`src/rtl/fletcher_mod_add.sv`:
```
`default_nettype none
// ============================================================================
// Module      : fletcher_mod_add
// Description : Single-cycle combinational adder modulo (2^W - 1).
//               The operands are expected in [0, 2^W - 2]. The result is
//               kept in that range, so all-ones never appears on o_sum.
// Ports       : i_x, i_y  - operands, W bits each
//               o_sum     - (i_x + i_y) mod (2^W - 1)
// Revision    : 1.0 - initial release
// ============================================================================
module fletcher_mod_add #(
    parameter int W = 16
) (
    input  logic [W-1:0] i_x,
    input  logic [W-1:0] i_y,
    output logic [W-1:0] o_sum
);

    localparam logic [W:0] C_MOD = {1'b0, {W{1'b1}}};

    logic [W:0] w_sum;

    assign w_sum = {1'b0, i_x} + {1'b0, i_y};

    // A sum at or above the modulus is always below 2^(W+1) - 1. Subtracting
    // the modulus therefore fits in W bits, and the truncated difference is exact.
    always_comb begin
        o_sum = w_sum[W-1:0];
        if (w_sum >= C_MOD) begin
            o_sum = w_sum[W-1:0] - {W{1'b1}};
        end
    end

endmodule
`default_nettype wire

```
`config.mk`:
```
export PLATFORM = sky130hd
export DESIGN_NAME = fletcher_mod_add
export DESIGN_NICKNAME = d
export VERILOG_FILES = /design/src/rtl/fletcher_mod_add.sv
export SDC_FILE = /design/constraint.sdc
export NUM_CORES = 1
export LEC_CHECK = 0
export BUFFER_PORTS_ARGS = -buffer_cell sky130_fd_sc_hd__buf_2
export CORE_MARGIN = 3
export CORE_UTILIZATION = 52
export DETAILED_ROUTE_END_ITERATION = 16
export GPL_TIMING_DRIVEN = 0
export PLACE_DENSITY = 0.83
export SLEW_MARGIN = 15
export SYNTH_ARGS = -nofsm -noshare
export SYNTH_HDL_FRONTEND = slang
export SYNTH_SLANG_ARGS = --single-unit
```
`constraint.sdc`:
```
create_clock -name vclk -period 4
set_input_delay 0.4 -clock vclk [all_inputs]
set_output_delay 0.4 -clock vclk [all_outputs]
set_load 0.1 [all_outputs]
```
==> qor.yml <==
routing:
  vias_per_cell: 7.020
  drc: 0
  wl_per_cell_um: 21.97
  route.antenna.remaining_nets: 0
  num_vias: 1720
  totalWireLength_um: 5382
  drtIter0Drc: 122
  drtPass1Iterations: 6
critical_path:
  crit_path_max_incr_delay_ps: 390
  cp_cell_sequence: "buf_2 > ha_4 > fa_2 > a211oi_4 > o31ai_4 > o2111ai_1 > a21boi_0 > o21ai_0 > nand2b_1 > a31oi_2 > buf_6 > mux2_1 > buf_2"
  path_common_cell: "buf_2"
  cp_slowest_cell: "fa_2"
  crit_fanout: 10
  critPathKind: "input pin to output port"
  end_kind: "output port"
  crit_arrival_ps: 3710
  cp.required_ps: 3600
  startpoint_type: "input pin"
logic_synthesis:
  synth.net_count: 213
  yosys-top-cells-count: "nand2_1 (19), ha_1 (17), xnor2_1 (15)"
  synth_area_um2: 1192
  avgSynthCellArea_um2: 7.315
  yosysWarningCount: 0
  synth_top_area_cell: "ha_1"
  ys_top_cells_by_area: "ha_1 (18%), xnor2_1 (11%), xor2_1 (8.1%)"
  synth_top_area_share_pct: 17.84
  synth_cells: 163
  synth_most_common_cell: "nand2_1"
  synth-seq-area-share_pct: 0
  yosysUniqueCellTypes: 42
die:
  die_h_um: 53.89
  num_io_pins: 48
  die_area_um2: 2904
  core.rowCount: 16
  initial_utilization_pct: 57.83
  die_w_um: 53.89
  coreArea_um2: 2062
pwr:
  irDropWorstVdd_uv: 401.6
  p_switching_mw: 0.5407
  cellPowerDensity_nw_per_um2: 395.7
  p_int_mw: 0.2193
  switching_share_pct: 71.14
  p_leak_nw: 0.8106
  seqPwrFrac_pct: 0
  pwr-share-comb_pct: 100.0
  clockPowerShare_pct: 0
sta:
  finalSetupViolations: 7
  relSlewSlack_pct: 66.90
  postLayoutSetupSlackWorst_ps: -107.3
  fin_worst_hold_slack_ps: 1396
  hold_viol: 0
  fmax_mhz: 243.5
  tightest_slew_ps: 494.8
  fin_crit_ps: 4107
  min_period_over_period_pct: 102.7
  final_max_slew_viol_count: 0
  finalSetupTns_ps: -310.2
cells_and_area:
  drive_gt1_share_pct: 48.62
  seqCellArea_um2: 0
  num_antenna_cells: 0
  nets: 270
  nClkBuffers: 0
  design_area_um2: 1921
  instances_no_fill: 245
  syn2layout_area_growth_pct: 61.07
  nFlopsAndLatches: 0
placed_design:
  portBuffers: 48
  placed_cells: 238
  dp_hpwl_um: 2739
  dpl_cell_area_um2: 1599
  pre_cts_ws_ps: -359.0
  gp_congestion: 0.8641
grt:
  grt_pass1_wl_um: 5361
  grt_max_degree: 11
  track_usage_pct: 23.59
  antenna_found_initial: 0
  grt_overflow: 0
  grt_pass1_vias: 1283
clock_tree:
  ctsHoldBuffers: 0
flow_run:
  cap_violations: 0
outcome:
  status: "finished with violations"
  violations: "negative setup slack"
hold_path:
  holdCritPathClass: "input pin to output port"
worst max-delay path, delay by kind of cell:
| kind | cells | cell delay, ps |
|---|---|---|
| adder cells (fa/ha/maj) | 2 | 570 |
| multiplexers | 1 | 350 |
| buffers and inverters | 3 | 630 |
| AND/OR/NAND/NOR | 1 | 230 |
| AO/OA/AOI/OAI | 6 | 1510 |
stage by stage:
stage	utilization (%)	power, mW
floorplan	-	0.5244
global placement	77.55	0.6034
detailed placement	77.55	0.6141
CTS	81.31	0.6459
global route	93.14	0.7873
finish	93.14	0.7601
metal layers:
metal  share of wire, %  vias up  global-route usage (%)
met4                7.1        0                   4.255
met5                  0        -                       0
met1                 34      771                   29.07
li1                   -      714                       -
met2                 48      180                   44.96
met3                 10       55                  0.8310
path summary, 6_finish.rpt:
kind / end / slack, ps / cells past startpoint / start
worst min-delay path: o_sum[0] / 1400 / 4 / i_x[0]
worst max-delay path: o_sum[1] / -110 / 13 / i_y[0]
area by class of cell:
class / instances / area (um2)
multi-input combinational: 157 / 1498
timing repair buffer: 56 / 355.3
fill: 72 / 141.4
tap: 27 / 33.78
buffer: 3 / 26.28
inverter: 2 / 7.507
power by group through the flow:
stage	Sequential, mW	Combinational, mW	Clock [mW]
6_report	0	0.760	0
2_1_floorplan	0	0.524	0
4_1_cts	0	0.646	0
3_5_place_dp	0	0.614	0
3_3_place_gp	0	0.603	0
5_1_grt	0	0.787	0
layout by cell type (no fill, tap or decap), types with 4 or more instances in the layout:
cell and count:
ha_1 13, xor2_2 6, buf_6 5, xor2_4 4, nand2_1 19, buf_2 40, o211ai_1 4, o21ai_0 4
xnor2_2 9, nor2_1 10, a21oi_1 12, xnor2_1 6, and2_1 4, buf_4 10, nand2b_1 4, a31oi_2 4
kinds of logic after synthesis:
family	share of synthesized area [%]
AOI/OAI and AO/OA	26.65
xor gates and xnor gates	20.46
adders and majority gates	19.52
buffers and inverters	2.728
muxes	2.623
and+or+nand+nor	28.02
repair_timing:
action                     4_1_cts  5_1_grt
pin swaps                        2        9
setup endpoints to repair       14       15
resized for setup               16       37
buffers inserted                 2        6
Power figures use the tool's default switching activity.
